File: config.mk
export PLATFORM = sky130hd
export DESIGN_NAME = ram_word_port_master
export DESIGN_NICKNAME = d
export VERILOG_FILES = /design/src/rtl/ram_word_port_master.sv
export SDC_FILE = /design/constraint.sdc
export NUM_CORES = 1
export LEC_CHECK = 0
export ABC_AREA = 1
export BUFFER_PORTS_ARGS = -buffer_cell sky130_fd_sc_hd__buf_2
export CORE_MARGIN = 5
export CORE_UTILIZATION = 54
export DETAILED_ROUTE_END_ITERATION = 6
export PLACE_DENSITY = 0.79
export SYNTH_ARGS = -nofsm -noshare
export SYNTH_HDL_FRONTEND = slang
export SYNTH_SLANG_ARGS = --single-unit
export TNS_END_PERCENT = 10
File: constraint.sdc
create_clock -name clk -period 3.7 [get_ports clk]
set_input_delay 0.555 -clock clk [delete_from_list [all_inputs] [get_ports clk]]
set_output_delay 0.555 -clock clk [all_outputs]
set_load 0.05 [all_outputs]
File: src/rtl/ram_word_port_master.sv
// Bit-serial word master for one port of the 1-bit-wide data RAM.
// Words are stored MSB first, starting at the base address.
module ram_word_port_master #(
    parameter int ADDR_W = 14,
    parameter int WORD_W = 17
) (
    input  logic              clk,
    input  logic              clear,
    input  logic              req_valid,
    output logic              req_ready,
    input  logic              req_write,
    input  logic [ADDR_W-1:0] req_addr,
    input  logic [WORD_W-1:0] req_wdata,
    output logic              rsp_valid,
    output logic [WORD_W-1:0] rsp_rdata,
    output logic [ADDR_W-1:0] ram_address,
    output logic              ram_datain,
    output logic              ram_store,
    input  logic              ram_dataout
);

    localparam int KW = (WORD_W > 1) ? $clog2(WORD_W) : 1;
    localparam logic [KW-1:0] K_LAST = KW'(WORD_W - 1);

    typedef enum logic [1:0] {
        IDLE,
        WRITE,
        READ,
        DONE
    } state_t;

    state_t            state;
    state_t            state_nx;
    logic [ADDR_W-1:0] addr_q;
    logic [WORD_W-1:0] wdata_q;
    logic [WORD_W-1:0] shreg_q;
    logic [WORD_W-1:0] rdata_q;
    logic [KW-1:0]     k_q;
    logic [KW-1:0]     bit_idx;
    logic              busy;
    logic              last;
    logic              accept;

    assign busy    = (state == WRITE) || (state == READ);
    assign last    = (k_q == K_LAST);
    assign accept  = req_valid && (state == IDLE);
    assign bit_idx = K_LAST - k_q;

    always_ff @(posedge clk) begin
        if (clear) begin
            state <= IDLE;
        end else begin
            state <= state_nx;
        end
    end

    always_comb begin
        state_nx = state;
        unique case (state)
            IDLE: begin
                if (req_valid) begin
                    state_nx = req_write ? WRITE : READ;
                end
            end
            WRITE, READ: begin
                if (last) begin
                    state_nx = DONE;
                end
            end
            DONE: state_nx = IDLE;
            default: state_nx = IDLE;
        endcase
    end

    // An aborted transfer keeps the last completed read visible.
    always_ff @(posedge clk) begin
        if (clear) begin
            k_q     <= '0;
            shreg_q <= '0;
            addr_q  <= '0;
            wdata_q <= '0;
            if (!busy) begin
                rdata_q <= '0;
            end
        end else begin
            if (accept) begin
                addr_q  <= req_addr;
                wdata_q <= req_wdata;
                k_q     <= '0;
            end else if (busy && !last) begin
                k_q <= k_q + 1'b1;
            end
            if (state == READ) begin
                shreg_q <= {shreg_q[WORD_W-2:0], ram_dataout};
                if (last) begin
                    rdata_q <= {shreg_q[WORD_W-2:0], ram_dataout};
                end
            end
        end
    end

    always_comb begin
        req_ready   = (state == IDLE);
        rsp_valid   = (state == DONE);
        rsp_rdata   = rdata_q;
        ram_address = '0;
        ram_datain  = 1'b0;
        ram_store   = 1'b0;
        if (busy) begin
            ram_address = addr_q + ADDR_W'(k_q);
        end
        if (state == WRITE) begin
            ram_datain = wdata_q[bit_idx];
            ram_store  = !clear;
        end
    end

endmodule

Word-level counts from Yosys, hierarchy flattened:

Index checks and enable logic that the tools add are counted.

* equal/unequal tests: 7
* mux-type cells: 13
* reduce and logical (&&, ||, !) cells: 12
* $add $sub $neg: 3
* order comparisons: 1

Operators by type and width (count)
* $mux 17: 4
* $add 14x5->14: 1
* $mux 14: 1
* $lt 5x6->1 const B: 1
* $mux 2: 3
* $ne 2x2->1 const B: 3
* $pmux 2 s3: 1
* $add 5x1->5 const B: 1
* $bmux 1 s5: 1
* $eq 5x5->1 const B: 1
* $sub 5x5->5 const A: 1
* $eq 2x2->1 const B: 2
* $reduce_bool 2->1: 2
* $reduce_or 2->1: 2
* $mux 1: 3
* $reduce_and 3->1: 1
* $eq 2x1->1 const B: 1
* $logic_and 1x1->1: 2
* $logic_not 1->1: 2
* $logic_not 2->1: 1
* $reduce_and 2->1: 1
* $logic_or 1x1->1: 1

* bits of input ports: 36
* bits in registers: 71
* logic and storage cells: 42
* output and inout bits: 35

Logic depth before layout (Yosys ltp):

Gate-level depths: netlist of the first run.

* depth after elaboration: 4
* depth in mapped cells: 11
* mapped depth without buffers: 11

Worst setup path before layout of the first run:

No wires, ideal clock.

* path type: reg2out
* start point: register k_q[1]
* end point: output port ram_datain
* setup slack: 0.976 ns
* data arrival time: 2.169 ns
* path buffers: 0
* required time: 3.145 ns
* stages on the path, launching flop included: 10
* cells stage by stage: dfxtp_1 -> inv_1 -> ha_1 -> nand2_1 -> nor2_1 -> ha_1 -> nand2_1 -> nor3_1 -> nand3_1 -> a21oi_1

* word-level cells in the longest chain between the ends: 4

Ends and longest elaborated chain
* start, declared: RTL line 38 `logic [KW-1:0] k_q;`
* start signal, assigned: RTL line 91 `k_q <= k_q + 1'b1;`
* $sub 5x5->5: RTL line 47 `assign bit_idx = K_LAST - k_q;`
* $bmux 1 s5: RTL line 113 `ram_datain = wdata_q[bit_idx];`
* $mux 1 (not written as such): RTL line 113
* $mux 1: RTL line 112 `if (state == WRITE) begin`
* end, declared: RTL line 17 `output logic ram_datain,`

Every way passes these cells. The select of a mux whose other input is x is not followed.

Final worst setup path of the first run:

* start point: register k_q[0]
* end point: output port ram_datain

The elaborated chain is that of the path after synthesis.

==> metrics, run 1 <==
status=completed; post-layout util=0.654; # H-tree levels=3; chip height=88.9 um; std cell rows=28; total clock buffers created by CTS=9; area share of the largest cell type after synthesis=0.322; Syn Area/Cell=7.69 um^2; GRT Total Usage=0.197; Final Hold Vio Count=0; post-synth cell types=30; crit path time final=3.14 ns; critical-path maximum fanout=15; EDFF count, synth=17; FMAX=318 MHz; leakage power=1.80 nW; Setup crit end kind=output pin; ys flop type=dfxtp_1; initial antenna violation count=0; CP startpoint kind=flop; pwr dens=830 mW/mm^2; sequential area share after synthesis=0.473; top cell type by total area after synthesis=dfxtp_1; worst r2r dst=k_q[3]$_SDFFE_PP0N_; RSZ-0062 raised after global routing=false; final WL=6970 um; final estimated routing congestion in global placement=0.835; Final setup viols=0; Setup Skew=0.00536 ns; Cells after Synth=437; CTS Hold Bufs=0; Seq cells post-synth=71; setup TNS=0 ns; Slew HR=0.410; number of global-route vias before repair=2812; nets=551; Starting Density=0.561; R2R setup slack=1.48 ns; worst r2r src=k_q[0]$_SDFFE_PP0N_; port bufs=70; IO Pins=71; worst slew pin tran=0.883 ns; VDD IR max=0.395 mV; Setup Crit Path Kind=flop to output pin; Ys Warns=0; clk_lat worst skew=0.35 ns; max_cap viols=0; First-pass DRT Iterations=4; largest net degree at the start of global routing=54; syn nets=486; Synth top cells by count=nor2_1, nand2_1, dfxtp_1; clk buf depth=2; CTS Sinks=71; post-route ant nets=0; CP required=3.14 ns; share of cells above drive strength 1=0.215; Async S/R FF share, synth=0; clk slew on worst S/H paths=0.07 ns; Hold Path Class=input port to flop; largest cells by area after synthesis=dfxtp_1, edfxtp_1, a21oi_1, nor2_1, nand2_1; die area=0.00790 mm^2; synthesized cell area=0.00336 mm^2; count of final max-slew check failures=0; DR WL/cell=12.0 um; hpwl dp=5050 um; Starting DRT DRC Count=132; root buf cell=clkbuf_8; ANT cells=0; global-route wire length before repair=12100 um; vias per inst=5.00; P&R area growth vs syn=16.6%; overall power=3.25 mW; grt ovf=0; chip width=88.9 um; Arr. time, crit path=2.58 ns; Post-CTS Setup Bufs=0; CTS tree=done; CP startpoint=k_q[0]$_SDFFE_PP0N_; Tcrit/Tclk final=0.849; routed vias=2910; count leader, synth=nor2_1; Reg2Reg Depth=11; Core ar.=0.00599 mm^2; Post-route DRC=0; CP endpoint=ram_datain; post_cts resized=0
==> sequential cells by signal, indices dropped and copies added (netlist names) <==
register	cells
k_q	5
rsp_rdata	17
wdata_q	17
state	2
addr_q	14
shreg_q	16
==> worst min path at each step <==
stage	cells past startpoint	start	slack (ns)	endpoint
after floorplan	2	wdata_q[0]$_SDFFE_PP0P_	0.43	wdata_q[0]$_SDFFE_PP0P_
after global placement	2	shreg_q[15]$_SDFFE_PP0P_	0.44	shreg_q[15]$_SDFFE_PP0P_
after detailed placement	2	wdata_q[14]$_SDFFE_PP0P_	0.45	wdata_q[14]$_SDFFE_PP0P_
after CTS	3	req_addr[5]	0.43	addr_q[5]$_SDFFE_PP0P_
after global routing	3	req_addr[5]	0.44	addr_q[5]$_SDFFE_PP0P_
final	3	req_addr[5]	0.44	addr_q[5]$_SDFFE_PP0P_
==> routing by layer <==
metal / track usage / up-vias / part of all wire
li1: - / 1557 / -
met4: 0.0975 / 0 / 0.028
met3: 0.0627 / 15 / 0.066
met1: 0.243 / 1269 / 0.45
met5: 0 / - / 0
met2: 0.312 / 69 / 0.46
==> layout make-up <==
class	count	area, um^2
fillers	533	2070
flip-flops and latches	71	1590
multi-input cells	285	1460
repair buffers	72	365
inverters	63	236
clock buffers	9	124
well taps	75	93.8
clock inverters	7	50.0
==> placed cells by master (no fill, tap or decap), types with 2 or more instances in the layout <==
cell type,netlist,final
edfxtp_1,17,17
dfxtp_1,54,54
nor3_1,3,3
nor2_1,61,61
nor2_2,3,3
ha_1,12,12
o21ai_1,30,31
o21ai_0,25,24
clkinvlp_4,0,2
buf_4,0,2
clkbuf_8,0,9
inv_1,52,52
buf_2,6,70
nor3b_2,2,2
nand3_1,24,24
xor2_1,2,2
a21oi_1,50,50
clkinv_1,2,3
clkinv_4,0,3
inv_2,9,9
nand2_2,2,2
nand2_1,60,60
==> report_power, final <==
part | switching (mW) | leakage, nW | total, mW | internal (mW)
combinational | 1.15 | 1.10 | 1.56 | 0.412
clock | 0.296 | 0.0828 | 0.538 | 0.242
sequential | 0.112 | 0.613 | 1.15 | 1.04
==> critical path, stage by stage (launching register included) <==
cell and delay (ns):
dfxtp_1 0.63, inv_2 0.19, ha_1 0.28, nand2_1 0.08
nor2_1 0.04, ha_1 0.29, nand2_1 0.05, nor3_1 0.13
nand3_1 0.10, a21oi_1 0.16, buf_2 0.29
==> stage by stage <==
stage,instance area [um^2],setup slack [ns],std cells,hold WS [ns]
after floorplan,3360,0.976,437,0.429
after global placement,3750,0.985,566,0.444
after detailed placement,3750,0.964,566,0.452
after CTS,3920,0.555,582,0.429
after global routing,3920,0.261,582,0.435
final,3920,0.560,582,0.436
==> logic make-up after synthesis <==
family | Yosys count | synth area share
AOI/OAI and AO/OA | 110 | 0.172
xor gates and xnor gates | 3 | 0.00782
adders and majority gates | 13 | 0.0506
DFF | 71 | 0.473
buffers and inverters | 81 | 0.0927
and+or+nand+nor | 159 | 0.204
(Power assumes the default switching activity.)
==> run 2, diff against run 1 <==
--- a/config.mk
+++ b/config.mk
@@ -5,7 +5,7 @@
 export SDC_FILE = /design/constraint.sdc
 export NUM_CORES = 1
 export LEC_CHECK = 0
-export ABC_AREA = 1
+export ABC_AREA = 0
 export BUFFER_PORTS_ARGS = -buffer_cell sky130_fd_sc_hd__buf_2
 export CORE_MARGIN = 5
 export CORE_UTILIZATION = 54
==> constraint.sdc (replaced) <==
create_clock -name clk -period 3.3 [get_ports clk]
set_input_delay 0.495 -clock clk [delete_from_list [all_inputs] [get_ports clk]]
set_output_delay 0.495 -clock clk [all_outputs]
set_load 0.05 [all_outputs]
==> run 2 against run 1 <==
Sequential power about the same; synthesized cell count down 19%; clock power up 43%; total power down 5.8%; final cell count down 15%; worst hold slack worse by 0.061 ns; wire length down 4.2%; synthesized area down 1.9%; worst setup slack worse by 0.34 ns; critical path depth down 3; global-route usage down 1.4 points; critical endpoint is now ram_address[8].
==> metrics, run 2 <==
status=completed; share of cells above drive strength 1=0.225 (+0.0101); final setup margin=0.223 ns (-0.337 ns); post-synthesis mux area share=0.0933 (+0.0933); ANT cells=0 (unchanged); total clock buffers created by CTS=9 (unchanged); pwr dens=784 mW/mm^2 (-5.6%); syn nets=403 (-17%); Reg2Reg Depth=8 (-3); ys flop type=dfxtp_1; VDD IR max=0.429 mV (+8.6%); Final setup viols=0 (unchanged); count leader, synth=nand2_1; GRT Total Usage=0.183 (-0.0138); CTS Sinks=71 (unchanged); most frequent cells in the layout=nand2_1, buf_2, dfxtp_1; routed vias=2634 (-9.5%); area occupied by registers=0.00159 mm^2 (about the same); compound-gate portion of the synthesized area=0.109 (-0.0627); CTS tree=done; critical-path maximum fanout=12 (-3); IO Pins=71 (unchanged); nets=466 (-15%); chip height=88.2 um (-0.83%); post-synthesis simple-gate area fraction=0.204 (+0.000454); RSZ-0062 raised after global routing=false; EDFF count, synth=17 (unchanged); largest family of logic cells by synthesized area=simple AND/OR/NAND/NOR gates; Setup Crit Path Kind=flop to output pin; post-synth cell types=39 (+30%); Hold Path Stages=3 (unchanged); FMAX=325 MHz; CP startpoint kind=flop; CP required=2.80 ns (-0.34 ns); P&R area growth vs syn=18.6%; sequential area share after synthesis=0.482 (+0.00898); largest net degree at the start of global routing=45 (-17%); most common cell after layout, fill and taps aside=nand2_1; max_cap viols=0 (unchanged); post-route ant nets=0 (unchanged); crit path time final=3.08 ns; vias per inst=5.30 (+6.0%); Setup Skew=0.00395 ns (-0.00141 ns); setup TNS=0 ns (unchanged); area share of the largest cell type after synthesis=0.328 (+0.00610); synthesized cell area=0.00330 mm^2 (-1.9%); port bufs=70 (unchanged); final WL=6670 um (-4.2%); Fillers=494 (-7.3%); top cell type by total area after synthesis=dfxtp_1; Arr. time, crit path=2.58 ns (about the same); hpwl dp=4640 um (-8.1%); clk slew on worst S/H paths=0.08 ns (about the same); leakage power=1.60 nW (-11%); initial antenna violation count=0 (unchanged); worst slew pin tran=1.01 ns (+0.128 ns); CTS Hold Bufs=0 (unchanged); number of global-route vias before repair=2532 (-10%); clk_lat worst skew=0.35 ns (about the same); std cell rows=28 (unchanged); Starting DRT DRC Count=140 (+6.1%); First-pass DRT Iterations=4 (unchanged); # H-tree levels=3 (unchanged); Setup crit end kind=output pin; die area=0.00777 mm^2 (-1.7%); area of the multi-input gates=0.00160 mm^2 (+9.5%); Async S/R FF share, synth=0 (unchanged); Synth top cells by count=nand2_1, dfxtp_1, a21oi_1; Post-CTS Setup Bufs=0 (unchanged); largest cells by area after synthesis=dfxtp_1, edfxtp_1, nand2_1, a21oi_1, mux2i_1; root buf cell=clkbuf_8; grt ovf=0 (unchanged); xor and xnor fraction of the mapped netlist area=0.0239 (+0.0161); Tcrit/Tclk final=0.932; Ys Warns=0 (unchanged); clk buf depth=2 (unchanged); final estimated routing congestion in global placement=0.812 (-2.8%); worst slack at placement=0.410 ns (-0.554 ns); Final Hold Vio Count=0 (unchanged); Seq cells post-synth=71 (unchanged); Starting Density=0.557 (-0.00392); Hold Path Class=input port to flop; count of final max-slew check failures=0 (unchanged); Cells after Synth=354 (-19%); DR WL/cell=13.4 um (+12%); Syn Area/Cell=9.32 um^2 (+21%); Post-route DRC=0 (unchanged); global-route wire length before repair=11000 um (-8.9%); Slew HR=0.324 (-0.0858); Core ar.=0.00592 mm^2 (-1.2%); chip width=88.2 um (-0.83%); Adder-Cell Fraction of Synth Area=0.0516 (+0.000960)
==> run 2: final timing paths <==
kind                                          startpoint                        to  slack, ns
worst max-delay path                 k_q[0]$_SDFFE_PP0N_            ram_address[8]       0.22
worst max register to register       k_q[1]$_SDFFE_PP0N_       k_q[4]$_SDFFE_PP0N_       1.16
worst min register to register  wdata_q[12]$_SDFFE_PP0P_  wdata_q[12]$_SDFFE_PP0P_       0.46
worst min-delay path                        req_wdata[8]   wdata_q[8]$_SDFFE_PP0P_       0.38
==> run 2: cell families (layout without fill, tap and decap cells) <==
logic type | after synthesis | count (layout)
xor+xnor | 9 | 9
simple gates | 146 | 146
fa+ha+maj | 13 | 13
mux | 23 | 23
buf+inv | 29 | 97
flops | 71 | 71
compound gates | 63 | 63
==> run 2: area by class of cell <==
type	count	share of cell area
Multi-Input combinational cell	254	0.408
Timing Repair Buffer	75	0.0985
Clock buffer	10	0.0326
Inverter	6	0.00576
Sequential cell	71	0.407
Clock inverter	6	0.0237
Tap cell	75	0.0240
==> run 2: worst max-delay path, stage by stage, from the launching register on <==
cell and delay, ns:
dfxtp_2 0.49, ha_1 0.27, fa_1 0.23, a21o_1 0.17, a21boi_2 0.11, or4_1 0.52
a21oi_1 0.15, buf_2 0.28
==> run 2: per-layer routing <==
layer	up-vias	track usage	routed length (um)
met2	69	0.311	3200
met1	1196	0.218	2930
li1	1352	-	-
met4	0	0.0989	160
met3	17	0.0367	387
met5	-	0	0
==> run 2: power breakdown <==
group	leakage, nW	switching (mW)	internal, mW
Combinational	0.889	0.807	0.364
Sequential	0.609	0.0895	1.04
Clock	0.104	0.336	0.431
==> run 2: stage by stage <==
stage | instances | area (um^2) | power [mW] | hold slack, ns | util
after detailed placement | 480 | 3680 | 2.32 | 0.449 | 0.622
after CTS | 496 | 3900 | 3.09 | 0.361 | 0.659
final | 497 | 3910 | 3.07 | 0.376 | 0.661
after global routing | 497 | 3910 | 3.25 | 0.362 | 0.661
after floorplan | 354 | 3300 | 2.08 | 0.432 | -
after global placement | 480 | 3680 | 2.29 | 0.440 | 0.622
==> run 2: repair_timing <==
item                       4_1_cts  5_1_grt
gates resized for setup          1        1
setup endpoints to repair        4        4
gates cloned                     0        0
==> run 3, diff against run 2 <==
--- a/config.mk
+++ b/config.mk
@@ -6,11 +6,11 @@
 export NUM_CORES = 1
 export LEC_CHECK = 0
 export ABC_AREA = 0
-export BUFFER_PORTS_ARGS = -buffer_cell sky130_fd_sc_hd__buf_2
 export CORE_MARGIN = 5
-export CORE_UTILIZATION = 54
+export CORE_UTILIZATION = 60
 export DETAILED_ROUTE_END_ITERATION = 6
-export PLACE_DENSITY = 0.79
+export DONT_BUFFER_PORTS = 1
+export PLACE_DENSITY = 0.76
 export SYNTH_ARGS = -nofsm -noshare
 export SYNTH_HDL_FRONTEND = slang
 export SYNTH_SLANG_ARGS = --single-unit
==> run 3 against run 2 <==
Sequential cell count unchanged; worst hold slack worse by 0.16 ns; utilization up 1.3 points; sequential power up 16%; die area down 8.9%; final area down 6.3%; clock skew up 0.0064 ns; first-iteration DRC count down 12%; critical path depth unchanged; register-to-register slack worse by 0.04 ns; total power down 0.64%.
==> metrics, run 3 (synthesis results as in run 2) <==
std cell rows=27 (-3.6%); Starting DRT DRC Count=123 (-12%); chip width=84.2 um (-4.5%); Post-route DRC=0 (unchanged); CTS Hold Bufs=0 (unchanged); GR peak layer=met2; clk buf depth=2 (unchanged); Tcrit/Tclk final=0.929 (-0.00381); GRT Total Usage=0.190 (+0.00639); number of global-route vias before repair=2308 (-8.8%); Flop pwr share=0.429 (+0.061); Hold Slack=0.217 ns (-0.158 ns); Setup Skew=0.0103 ns (+0.00638 ns); Arr. time, crit path=2.57 ns (about the same); initial antenna violation count=0 (unchanged); most frequent cells in the layout=nand2_1, dfxtp_1, a21oi_1; Placed Cells=420 (-13%); RSZ-0062 raised after global routing=false; Comb power frac=0.305 (-0.077); Setup crit end kind=output pin; Slew HR=0.361 (+0.0370); Placed Area=0.00343 mm^2 (-7.0%); die area=0.00708 mm^2 (-8.9%); final estimated routing congestion in global placement=0.802 (-1.2%); met3 Use GR=0.0569 (+0.0202); worst slack at placement=0.438 ns (+0.0280 ns); vias per inst=5.58 (+5.4%); root buf cell=clkbuf_8; reported net switching power=1.18 mW (-4.6%); CTS Sinks=71 (unchanged); Setup Crit Path Kind=flop to output pin; post-route ant nets=0 (unchanged); final WL=6430 um (-3.7%); M2 GR Usage=0.301 (-0.0101); ANT cells=0 (unchanged); most common cell after layout, fill and taps aside=nand2_1; CP startpoint kind=flop; grt ovf=0 (unchanged); First-pass DRT Iterations=4 (unchanged); DR WL/cell=14.7 um (+9.8%); clk_lat worst skew=0.34 ns (about the same); total clock buffers created by CTS=9 (unchanged); Switching Share=0.386 (-0.0159); largest net degree at the start of global routing=74 (+64%); area occupied by registers=0.00159 mm^2 (unchanged); post-layout util=0.674 (+0.0130); pwr dens=831 mW/mm^2 (+6.1%); met1 Usage GRT=0.238 (+0.0200); Core ar.=0.00544 mm^2 (-8.1%); clock share of power=0.266 (+0.016); worst slew pin tran=0.956 ns (-0.0550 ns); # H-tree levels=3 (unchanged); critical-path maximum fanout=12 (unchanged); global-route wire length before repair=10900 um (-0.69%); IO Pins=71 (unchanged); max_cap viols=0 (unchanged); Final Non-Filler Cells=436 (-12%); routed vias=2435 (-7.6%); Starting Density=0.607 (+0.0494); fin area=0.00366 mm^2 (-6.3%); final setup margin=0.236 ns (+0.0126 ns); count of final max-slew check failures=0 (unchanged); chip height=84.2 um (-4.5%); leakage power=1.37 nW (-14%); hpwl dp=4460 um (-3.9%); Int Pwr=1.87 mW (+2.0%); Final setup viols=0 (unchanged); overall power=3.05 mW (-0.64%); P&R area growth vs syn=11.1%; Post-CTS Setup Bufs=0 (unchanged); area of the multi-input gates=0.00159 mm^2 (-0.23%); nets=408 (-12%); setup TNS=0 ns (unchanged); crit path time final=3.06 ns (-0.0126 ns); CTS tree=done; Fillers=434 (-12%); port bufs=0 (-100%); Hold Path Class=input port to flop; VDD IR max=0.506 mV (+18%); CP required=2.80 ns (about the same); clk slew on worst S/H paths=0.08 ns (about the same); FMAX=326 MHz (+0.41%); share of cells above drive strength 1=0.0962 (-0.129); Final Hold Vio Count=0 (unchanged); status=completed
## run 3: final cells by class
class	count	share of cell area
clock buffer	10	0.0348
clock inverter	6	0.0300
inverter	6	0.00615
multi-input combinational	254	0.435
sequential	71	0.435
tap	72	0.0246
timing repair buffer	17	0.0348
## run 3: metal layers
layer | wire length [um] | share of wire
met5 | 0 | 0
met3 | 496 | 0.077
met4 | 99 | 0.015
met2 | 3010 | 0.47
met1 | 2820 | 0.44
## run 3: power by group through the flow
stage	combinational [mW]	clock [mW]	sequential [mW]
floorplan	0.789	0	1.29
CTS	0.938	0.827	1.31
global placement	0.913	0	1.32
finish	0.930	0.810	1.31
detailed placement	0.930	0	1.33
global route	1.03	0.874	1.32
## run 3: what timing repair did
| item | CTS | global route |
|---|---|---|
| endpoints found under the setup margin | 0 | 4 |
| hold endpoints to repair | 0 | 0 |
| gates resized for setup | 0 | 1 |
## run 3: path summary, 6_finish.rpt
| check | start | endpoint | slack [ns] | depth (start not counted) |
|---|---|---|---|---|
| max | k_q[0]$_SDFFE_PP0N_ | ram_address[6] | 0.24 | 7 |
| min | clear | shreg_q[2]$_SDFFE_PP0P_ | 0.22 | 1 |
| max reg2reg | k_q[1]$_SDFFE_PP0N_ | k_q[3]$_SDFFE_PP0N_ | 1.12 | 8 |
| min reg2reg | wdata_q[16]$_SDFFE_PP0P_ | wdata_q[16]$_SDFFE_PP0P_ | 0.45 | 2 |
## run 3: worst max-delay path, stage by stage (launching register included)
cell and delay, ns:
dfxtp_2 0.40, ha_1 0.25, fa_1 0.42, a21o_1 0.22, a21boi_1 0.40, o21ai_0 0.17, a21oi_1 0.15, buf_4 0.22
